===== src/rtl/cache_bus_arbiter.sv =====
// Memory-bus arbiter between icache refills and dcache refills/uncached accesses; assembles refill lines.
// Optional round-robin between icache and dcache classes when CACHE_ARB_RR_EN is defined.
module cache_bus_arbiter #(
  parameter int unsigned BEATS  = 8,
  parameter int unsigned ADDR_W = 32
) (
  input  logic                    clk,
  input  logic                    rst,
  input  logic                    ic_rreq_i,
  input  logic [ADDR_W-1:0]       ic_addr_i,
  input  logic                    dc_rreq_i,
  input  logic                    dc_uc_rreq_i,
  input  logic                    dc_uc_wreq_i,
  input  logic [ADDR_W-1:0]       dc_addr_i,
  input  logic [31:0]             dc_wdata_i,
  input  logic [3:0]              dc_wstrb_i,
  output logic                    ic_rend_o,
  output logic                    dc_rend_o,
  output logic                    dc_wend_o,
  output logic [BEATS*32-1:0]     line_o,
  output logic                    bus_req_o,
  output logic                    bus_wr_o,
  output logic [$clog2(BEATS)-1:0] bus_len_o,
  output logic [ADDR_W-1:0]       bus_addr_o,
  output logic [31:0]             bus_wdata_o,
  output logic [3:0]              bus_wstrb_o,
  input  logic                    bus_ack_i,
  input  logic                    bus_rvalid_i,
  input  logic [31:0]             bus_rdata_i,
  input  logic                    bus_rlast_i,
  input  logic                    bus_wdone_i
);

  localparam int unsigned CNT_W = $clog2(BEATS);
  localparam int unsigned OFF_W = $clog2(BEATS * 4);

  typedef enum logic [1:0] {IDLE, ADDR, RDATA, WRESP} state_t;
  typedef enum logic [1:0] {SRC_IC, SRC_DC, SRC_UCR, SRC_UCW} src_t;

  state_t                 state, state_n;
  src_t                   src, src_n, dc_sel;
  logic                   grant, ic_wins, dc_any, any_end;
  logic                   bus_req_n, ic_rend_n, dc_rend_n, dc_wend_n;
  logic [CNT_W-1:0]       beat_cnt;
  logic [BEATS-1:0][31:0] line_q;
  logic [ADDR_W-1:0]      win_addr;

`ifdef CACHE_ARB_RR_EN
  logic last_ic;
`endif

  assign line_o = line_q;

  // Arbitration, next state and next registered outputs
  always_comb begin
    state_n   = state;
    src_n     = src;
    grant     = 1'b0;
    dc_any    = dc_uc_wreq_i | dc_uc_rreq_i | dc_rreq_i;
    any_end   = ic_rend_o | dc_rend_o | dc_wend_o;
    dc_sel    = dc_uc_wreq_i ? SRC_UCW : (dc_uc_rreq_i ? SRC_UCR : SRC_DC);
`ifdef CACHE_ARB_RR_EN
    ic_wins   = ic_rreq_i & (~dc_any | ~last_ic);
`else
    ic_wins   = ic_rreq_i & ~dc_any;
`endif
    win_addr  = ic_wins ? ic_addr_i : dc_addr_i;
    ic_rend_n = 1'b0;
    dc_rend_n = 1'b0;
    dc_wend_n = 1'b0;

    case (state)
      IDLE: begin
        // A requester still sees its end pulse this cycle; hold off one cycle
        if (!any_end && (ic_rreq_i || dc_any)) begin
          grant   = 1'b1;
          src_n   = ic_wins ? SRC_IC : dc_sel;
          state_n = ADDR;
        end
      end
      ADDR: begin
        if (bus_ack_i) state_n = (src == SRC_UCW) ? WRESP : RDATA;
      end
      RDATA: begin
        if (bus_rvalid_i && bus_rlast_i) begin
          state_n   = IDLE;
          ic_rend_n = (src == SRC_IC);
          dc_rend_n = (src != SRC_IC);
        end
      end
      WRESP: begin
        if (bus_wdone_i) begin
          state_n   = IDLE;
          dc_wend_n = 1'b1;
        end
      end
      default: state_n = IDLE;
    endcase

    bus_req_n = (state_n == ADDR);
  end

  // State, control outputs and latched transaction
  always_ff @(posedge clk or posedge rst) begin
    if (rst) begin
      state       <= IDLE;
      src         <= SRC_IC;
      bus_req_o   <= 1'b0;
      ic_rend_o   <= 1'b0;
      dc_rend_o   <= 1'b0;
      dc_wend_o   <= 1'b0;
      bus_wr_o    <= 1'b0;
      bus_len_o   <= '0;
      bus_addr_o  <= '0;
      bus_wdata_o <= '0;
      bus_wstrb_o <= '0;
    end else begin
      state     <= state_n;
      src       <= src_n;
      bus_req_o <= bus_req_n;
      ic_rend_o <= ic_rend_n;
      dc_rend_o <= dc_rend_n;
      dc_wend_o <= dc_wend_n;
      if (grant) begin
        bus_wr_o    <= (src_n == SRC_UCW);
        bus_wdata_o <= dc_wdata_i;
        bus_wstrb_o <= dc_wstrb_i;
        if (src_n == SRC_IC || src_n == SRC_DC) begin
          bus_addr_o <= {win_addr[ADDR_W-1:OFF_W], OFF_W'(0)};
          bus_len_o  <= CNT_W'(BEATS - 1);
        end else begin
          bus_addr_o <= win_addr;
          bus_len_o  <= '0;
        end
      end
    end
  end

  // Refill buffer: beat counter saturates at the transaction length
  always_ff @(posedge clk or posedge rst) begin
    if (rst) begin
      beat_cnt <= '0;
      line_q   <= '0;
    end else if (state == RDATA && bus_rvalid_i) begin
      line_q[beat_cnt] <= bus_rdata_i;
      if (bus_rlast_i)
        beat_cnt <= '0;
      else if (beat_cnt < bus_len_o)
        beat_cnt <= beat_cnt + CNT_W'(1);
    end
  end

`ifdef CACHE_ARB_RR_EN
  // Class served by the most recent grant; loses the next tie
  always_ff @(posedge clk or posedge rst) begin
    if (rst)        last_ic <= 1'b1;
    else if (grant) last_ic <= ic_wins;
  end
`endif

endmodule


===== config.mk =====
export PLATFORM = sky130hd
export DESIGN_NAME = cache_bus_arbiter
export DESIGN_NICKNAME = d
export VERILOG_FILES = /design/src/rtl/cache_bus_arbiter.sv
export SDC_FILE = /design/constraint.sdc
export NUM_CORES = 1
export LEC_CHECK = 0
export ABC_AREA = 0
export CAP_MARGIN = 40
export CORE_AREA = 2 2 183 185
export CTS_CLUSTER_DIAMETER = 60
export DETAILED_ROUTE_END_ITERATION = 10
export DIE_AREA = 0 0 185 187
export PLACE_DENSITY = 0.83
export SETUP_SLACK_MARGIN = 0.5
export SLEW_MARGIN = 20
export SYNTH_ARGS = -nofsm -noshare
export SYNTH_HDL_FRONTEND = slang
export SYNTH_SLANG_ARGS = --single-unit

===== constraint.sdc =====
create_clock -name clk -period 11.2 [get_ports clk]
set_input_delay 2.24 -clock clk [delete_from_list [all_inputs] [get_ports clk]]
set_output_delay 2.24 -clock clk [all_outputs]
set_load 0.02 [all_outputs]

### After elaboration in Yosys (flattened, before gate mapping)

Index checks and enable logic that the tools add are counted.

| cells by class | value |
|---|---|
| add/subtract/negate cells | 1 |
| multipliers | 0 |
| div/mod/pow operators | 0 |
| $lt $le $gt $ge | 3 |
| equal/unequal tests | 7 |
| shift-type cells | 0 |
| mux-type cells | 27 |
| bitwise gates (word level) | 6 |
| reduce and logical (&&, ||, !) cells | 13 |

Operator list:

| operator | count |
|---|---|
| bitwise mux 256 bit | 1 |
| demux 32 bit (select 3 bit) | 1 |
| 2-to-1 mux 32 bit | 2 |
| 2-to-1 mux 2 bit | 9 |
| 2-to-1 mux 1 bit | 9 |
| 2-to-1 mux 3 bit | 3 |
| == test 2 bit, second input constant | 4 |
| case mux 2 bit (4 select lines) | 1 |
| == test 2 x 1 -> 1 bit, second input constant | 3 |
| logical NOT 2 bit | 3 |
| 2-to-1 mux 5 bit | 1 |
| logical AND 1 bit | 4 |
| less-than comparator 3 x 4 -> 1 bit, second input constant | 1 |
| OR 1 bit | 4 |
| nonzero test 2 bit | 2 |
| adder 3 x 1 -> 3 bit, second input constant | 1 |
| >= comparator 3 x 1 -> 1 bit, second input constant | 1 |
| less-than comparator 3 bit | 1 |
| logical OR 1 bit | 2 |
| AND reduction 2 bit | 1 |
| bitwise AND 1 bit | 1 |
| logical NOT 1 bit | 1 |
| inverter 1 bit | 1 |

| storage, ports and cells | value |
|---|---|
| register bits | 339 |
| bits in latches | 0 |
| RAM bits | 0 |
| ROM bits | 0 |
| input port bits | 142 |
| output and inout port bits | 332 |
| logic and storage cells | 77 |
| memories kept | 0 |

### Longest topological paths before layout

Gate-level depths: netlist of the first run.

| logic depth | value |
|---|---|
| depth after elaboration | 10 |
| mapped depth | 7 |
| gate-level depth less buffers | 6 |

### Least setup slack after synthesis of the first run

No wires, ideal clock.

| timing | value |
|---|---|
| kind | input-to-reg |
| start point | input port dc_uc_rreq_i |
| end point | register bus_addr_o[10] |
| setup time | 0.123 ns |
| data arrival time | 3.580 ns |
| required time | 11.077 ns |
| slack | 7.497 ns |
| stages | 7 |
| buffers on the path | 3 |
| cells stage by stage | or2_2 buf_2 nor3b_1 buf_4 buf_2 mux2i_1 o21ai_1 |

| on the way | value |
|---|---|
| longest elaborated chain between the ends | 6 |
| elaborated cells on any way between the ends | 9 |
| classes of those cells | 3 x mux; 4 x bitwise; 2 x reduce/logical |

RTL lines:

| element | RTL line | RTL |
|---|---|---|
| start, declared | 12 | `input logic dc_uc_rreq_i,` |
| OR 1 bit (*) (2 in a row) | 59 | `dc_any = dc_uc_wreq_i \| dc_uc_rreq_i \| dc_rreq_i;` |
| logical OR 1 bit | 75 | `if (!any_end && (ic_rreq_i \|\| dc_any)) begin` |
| logical AND 1 bit | 75 |  |
| 2-to-1 mux 1 bit | 75 |  |
| 2-to-1 mux 1 bit | 72 | `case (state)` |
| end signal, assigned | 129 | `bus_addr_o <= {win_addr[ADDR_W-1:OFF_W], OFF_W'(0)};` |
| end signal, assigned | 132 | `bus_addr_o <= win_addr;` |
| end, declared | 24 | `output logic [ADDR_W-1:0] bus_addr_o,` |

Every way passes the cells marked *; elsewhere a longest branch is shown, timed or not.
A chain may end at the register's enable or synchronous reset.

### Worst setup path after layout of the first run

| timing | value |
|---|---|
| start point | input port dc_uc_wreq_i |
| end point | register bus_addr_o[16] |

| on the way | value |
|---|---|
| longest elaborated chain between the ends | 6 |
| elaborated cells on any way between the ends | 9 |
| classes of those cells | 3 x mux; 4 x bitwise; 2 x reduce/logical |

RTL lines:

| element | RTL line | RTL |
|---|---|---|
| start, declared | 13 | `input logic dc_uc_wreq_i,` |
| OR 1 bit (*) (2 in a row) | 59 |  |
| logical OR 1 bit | 75 |  |
| logical AND 1 bit | 75 |  |
| 2-to-1 mux 1 bit | 75 |  |
| 2-to-1 mux 1 bit | 72 |  |

Marked as above.

==> results of run 1 <==
==> worst paths after layout <==
kind / slack [ps] / end / from
worst min register to register: 470 / bus_addr_o[1]$_DFFE_PP0P_ / bus_addr_o[1]$_DFFE_PP0P_
max in group asynchronous: 7380 / line_o[59]$_DFFE_PP0P_ / rst
worst min-delay path: 470 / bus_addr_o[1]$_DFFE_PP0P_ / bus_addr_o[1]$_DFFE_PP0P_
min in group asynchronous: 2000 / line_o[198]$_DFFE_PP0P_ / rst
worst max-delay path: 6790 / bus_addr_o[16]$_DFFE_PP0P_ / dc_uc_wreq_i
worst max register to register: 8520 / bus_addr_o[16]$_DFFE_PP0P_ / state[1]$_DFF_PP0_
==> critical path, stage by stage <==
cell and delay [ps]:
clkdlybuf4s50_1 470, nor4_1 540, or3_2 660, buf_4 620
o21ai_1 180
==> through the flow <==
stage	instance area [um2]	util	hold WS, ps	worst slack [ps]	total power [W]
final	19600	0.596	473	6790	0.00459
after CTS	19600	0.595	475	6840	0.00464
after floorplan	13200	-	452	4460	0.00260
after global placement	18300	0.558	451	6010	0.00339
after global routing	19600	0.596	481	6590	0.00482
after detailed placement	18400	0.559	462	6320	0.00344
==> cell usage in the layout (no fill, tap or decap), types with 3 or more instances in the layout <==
cell type / n
buf_4: 12
nand3_1: 7
clkbuf_16: 39
nand2_1: 155
clkbuf_1: 9
mux2_4: 60
dfrtp_1: 337
nor2_4: 4
mux2_2: 197
o21ai_1: 28
clkdlybuf4s50_1: 468
nor2_1: 7
ha_1: 3
clkinv_2: 5
clkbuf_8: 7
mux2i_1: 27
==> sequential cells by signal, summed over array words and instances, names as in the netlist, 2 cells and up <==
signal,cells
src,2
bus_addr_o,32
beat_cnt,3
bus_wdata_o,32
bus_wstrb_o,4
line_o,256
state,2
==> final cells by class <==
cell class	count	area (um2)
well taps	448	561
clock buffers	55	1110
fillers	2629	13300
repair buffers	484	4870
flip-flops and latches	337	8430
inverters	3	15.0
clock inverters	9	81.3
multi-input cells	520	4520
==> synthesized netlist by cell type, types with 2 or more instances <==
master	count	area, um2
a22o_1	2	17.5
a31o_2	2	17.5
buf_2	38	190
buf_4	3	22.5
buf_6	6	67.6
dfrtp_1	337	8430
ha_1	3	37.5
inv_1	3	11.3
mux2_2	197	2220
mux2_4	60	901
mux2i_1	27	270
nand2_1	155	582
nand2b_1	2	12.5
nand3_1	7	35.0
nand3b_1	2	15.0
nor2_1	11	41.3
nor3_1	3	15.0
o21ai_0	2	10.0
o21ai_1	28	140
or4b_1	2	20.0
==> kinds of logic (layout without fill, tap and decap cells) <==
kind of cell / count (synthesis) / in the layout
adder cells (fa/ha/maj): 3 / 3
AND/OR/NAND/NOR: 194 / 194
multiplexers: 284 / 284
AO/OA/AOI/OAI: 39 / 39
flip-flops: 337 / 337
buffers and inverters: 50 / 551
==> report_power, final <==
group / internal, W / total (W) / switching (W)
Sequential: 0.00153 / 0.00171 / 0.000186
Clock: 0.000707 / 0.00118 / 0.000472
Combinational: 0.000834 / 0.00170 / 0.000865
==> layer usage <==
layer	GRT usage	vias to the layer above	part of all wire
met5	0	-	0
met4	0.0717	0	0.033
met3	0.0559	81	0.070
met2	0.364	339	0.51
met1	0.253	4573	0.39
li1	-	4055	-
==> impl_metrics.json, run 1 <==
{
  "worstSetupPathType": "input pin to flip-flop",
  "p_leak_nw": 9.11,
  "firstDrtPassIters": 6,
  "htree_levels": 2,
  "post_cts_buffers": 0,
  "grt_pass1_wl_um": 56700,
  "io_pins": 474,
  "ys_seq_area_frac": 0.640,
  "startpoint_type": "input pin",
  "stdcell_count": 1856,
  "hold_path_class": "flip-flop to flip-flop",
  "clk_pin_slew_ps": 60,
  "initial_core_util": 0.401,
  "rsz0062_at_grt": "no",
  "cap_violations": 0,
  "grt_max_degree": 154,
  "ir_drop_mv": 0.176,
  "clk_latency_ps": 510,
  "muxShareOfSynthArea": 0.257,
  "ant_nets": 0,
  "slew_viol_final": 0,
  "synth_xor_xnor_area_share": 0,
  "drcViolationCount": 0,
  "finalHoldViolations": 0,
  "synth_adder_area_share": 0.00285,
  "setup_viol": 0,
  "wl_per_cell_um": 19.5,
  "clock.fmax_ghz": 0.227,
  "cts.repair.resized": 0,
  "setup_tns_ps": 0,
  "numClockSinks": 337,
  "dieWidth_um": 185,
  "worstPathRequired_ps": 11540,
  "cts_hold_buf": 0,
  "syn2layout_area_growth_pct": 48.6,
  "diodes": 0,
  "critPathMaxFanout": 66,
  "synth_edf_count": 0,
  "drive_gt1_frac": 0.244,
  "antenna_found_initial": 0,
  "cts_root_buffer": "clkbuf_16",
  "dp_hpwl_um": 25300,
  "first_global_vias": 9803,
  "fp-row-count": 67,
  "cts_made_buffers": 37,
  "fin_nets": 1528,
  "grt_use_total": 0.210,
  "cts_tree": "built",
  "avgSynthCellArea_um2": 14.5,
  "io_buffers": 468,
  "synth_cells": 907,
  "relSlewSlack": 0.403,
  "via_count": 9048,
  "syn_nets": 1052,
  "worst_pin_slew_ps": 896,
  "design.die.area_mm2": 0.0346,
  "synthDistinctLibCells": 37,
  "ys_async_sr_fraction": 1.00,
  "netlist_area_mm2": 0.0132,
  "synth-simple-area-share": 0.0616,
  "drt-initial-drc-count": 448,
  "synth_seq_cells": 337,
  "avgViaCountPerCell": 4.88,
  "powerDensity_mw_per_mm2": 235,
  "yosys_warnings": 0,
  "place_congestion": 0.846,
  "fin_crit_sh": 0.393,
  "min_period_ps": 4410,
  "synth_top_family_by_area": "multiplexers",
  "skew_ps": 11.0,
  "ff2ff_path_depth": 5,
  "coreArea_mm2": 0.0329,
  "clk_path_buf_depth": 3,
  "wl_um": 36200,
  "gr-total-overflow": 0,
  "min_path_cells": 2,
  "synth_ff_type": "dfrtp_1",
  "status": "finished clean",
  "place_inst": 1791,
  "die_h_um": 187,
  "crit_path_end_kind": "flip-flop",
  "synth_compound_area_frac": 0.0166,
  "arrival_ps": 4750
}
(Power assumes the default switching activity.)
==> run 2, diff against run 1 <==
- clock period: 11.2 -> 3.5 ns (I/O delays scaled with it)
==> impl_metrics.json, run 2 (synthesis gave the netlist of run 1 again) <==
{
  "status": "finished clean",
  "design.die.area_mm2": 0.0346,
  "cts_hold_buf": 0,
  "fp-row-count": 67,
  "worst_pin_slew_ps": 786,
  "antenna_found_initial": 0,
  "powerDensity_mw_per_mm2": 751,
  "startpoint_type": "flip-flop",
  "setup_viol": 0,
  "p_leak_nw": 9.17,
  "worstPathRequired_ps": 2800,
  "mostFrequentLayoutCell": "clkdlybuf4s50_1",
  "layout_common_cells": "468 x clkdlybuf4s50_1, 337 x dfrtp_1, 197 x mux2_2",
  "arrival_ps": 1690,
  "critPathMaxFanout": 6,
  "post_cts_buffers": 0,
  "clk_pin_slew_ps": 60,
  "slew_viol_final": 0,
  "gr-total-overflow": 0,
  "grt_busiest_layer": "met2",
  "fin_crit_sh": 0.682,
  "largest_reg_flops": 256,
  "cts.repair.resized": 0,
  "grt_use_total": 0.214,
  "coreArea_mm2": 0.0329,
  "min_period_ps": 2390,
  "drcViolationCount": 0,
  "cts_root_buffer": "clkbuf_16",
  "critPathTopFamily": "buffers and inverters",
  "numClockSinks": 337,
  "clk_path_buf_depth": 3,
  "crit_path_end_kind": "output port",
  "drt-initial-drc-count": 387,
  "utilization": 0.599,
  "fin_nets": 1542,
  "wl_um": 37100,
  "cap_violations": 0,
  "first_global_vias": 9813,
  "firstDrtPassIters": 4,
  "via_count": 9031,
  "critPathBufInv": 1,
  "worstSetupPathType": "flip-flop to output port",
  "skew_ps": 17.4,
  "place_inst": 1807,
  "cts_made_buffers": 36,
  "die_h_um": 187,
  "max_stage_delay_ps": 700,
  "nFillCells": 2530,
  "initial_core_util": 0.401,
  "place_congestion": 0.828,
  "ant_nets": 0,
  "crit_slowest_cell": "clkdlybuf4s50_1",
  "worstPathCellList": "clkdlybuf4s50_1",
  "clk_latency_ps": 510,
  "grt_use_met2": 0.384,
  "finalHoldViolations": 0,
  "htree_levels": 2,
  "syn2layout_area_growth_pct": 49.4,
  "ir_drop_mv": 0.526,
  "clock.fmax_ghz": 0.419,
  "rsz0062_at_grt": "no",
  "hold_path_class": "flip-flop to flip-flop",
  "relSlewSlack": 0.476,
  "io_pins": 474,
  "grt_pass1_wl_um": 57200,
  "diodes": 0,
  "grt_max_degree": 72,
  "stdcell_count": 1871,
  "drive_gt1_frac": 0.254,
  "cts_tree": "built",
  "dieWidth_um": 185,
  "dp_hpwl_um": 26100,
  "io_buffers": 468,
  "gr-usage-met3": 0.0533,
  "avgViaCountPerCell": 4.83,
  "wl_per_cell_um": 19.8,
  "use_met1": 0.253
}
-- run 2: layout make-up --
| cell class | instances | area (um2) | area share |
|---|---|---|---|
| flip-flops and latches | 337 | 8430 | 0.428 |
| repair buffers | 499 | 4970 | 0.252 |
| multi-input cells | 520 | 4520 | 0.229 |
| clock buffers | 52 | 1070 | 0.0544 |
| well taps | 448 | 561 | 0.0285 |
| clock inverters | 12 | 128 | 0.00648 |
| inverters | 3 | 15.0 | 0.000762 |
-- run 2: routing by layer --
metal,up-vias,wire (um),part of all wire
met3,66,2510,0.068
met5,-,0,0
met4,0,988,0.027
li1,4100,-,-
met2,339,19300,0.52
met1,4526,14300,0.38
-- run 2: final timing paths --
check / from / to / slack (ps) / depth (start not counted)
worst max-delay path: bus_len_o[1]$_DFFE_PP0P_ / bus_len_o[2] / 1110 / 1
worst min-delay path: bus_addr_o[0]$_DFFE_PP0P_ / bus_addr_o[0]$_DFFE_PP0P_ / 470 / 2
worst max register to register: state[0]$_DFF_PP0_ / line_o[14]$_DFFE_PP0P_ / 1130 / 4
worst min register to register: bus_addr_o[0]$_DFFE_PP0P_ / bus_addr_o[0]$_DFFE_PP0P_ / 470 / 2
max in group asynchronous: rst / line_o[117]$_DFFE_PP0P_ / 1930 / 4
min in group asynchronous: rst / line_o[192]$_DFFE_PP0P_ / 600 / 2
-- run 2: through the flow --
stage | setup TNS (ps) | hold WS, ps | setup slack [ps] | cell area (um2) | power, W
4_1_cts | 0 | 478 | 1070 | 19700 | 0.0150
3_3_place_gp | 0 | 454 | 775 | 18500 | 0.0109
2_1_floorplan | -574440 | 452 | -1700 | 13200 | 0.00833
6_report | 0 | 473 | 1110 | 19700 | 0.0148
5_1_grt | 0 | 497 | 1050 | 19700 | 0.0155
3_5_place_dp | 0 | 462 | 743 | 18500 | 0.0111
-- run 2: report_power, final --
part | switching [W] | internal [W] | total, W
logic | 0.00279 | 0.00270 | 0.00549
clock network | 0.00152 | 0.00228 | 0.00380
registers | 0.000615 | 0.00489 | 0.00551
total | 0.00492 | 0.00988 | 0.0148
-- run 2: worst min-delay path, stage by stage, from the launching register on --
cell	delay, ps
dfrtp_1	340
nand2_1	50
nand2_1	50
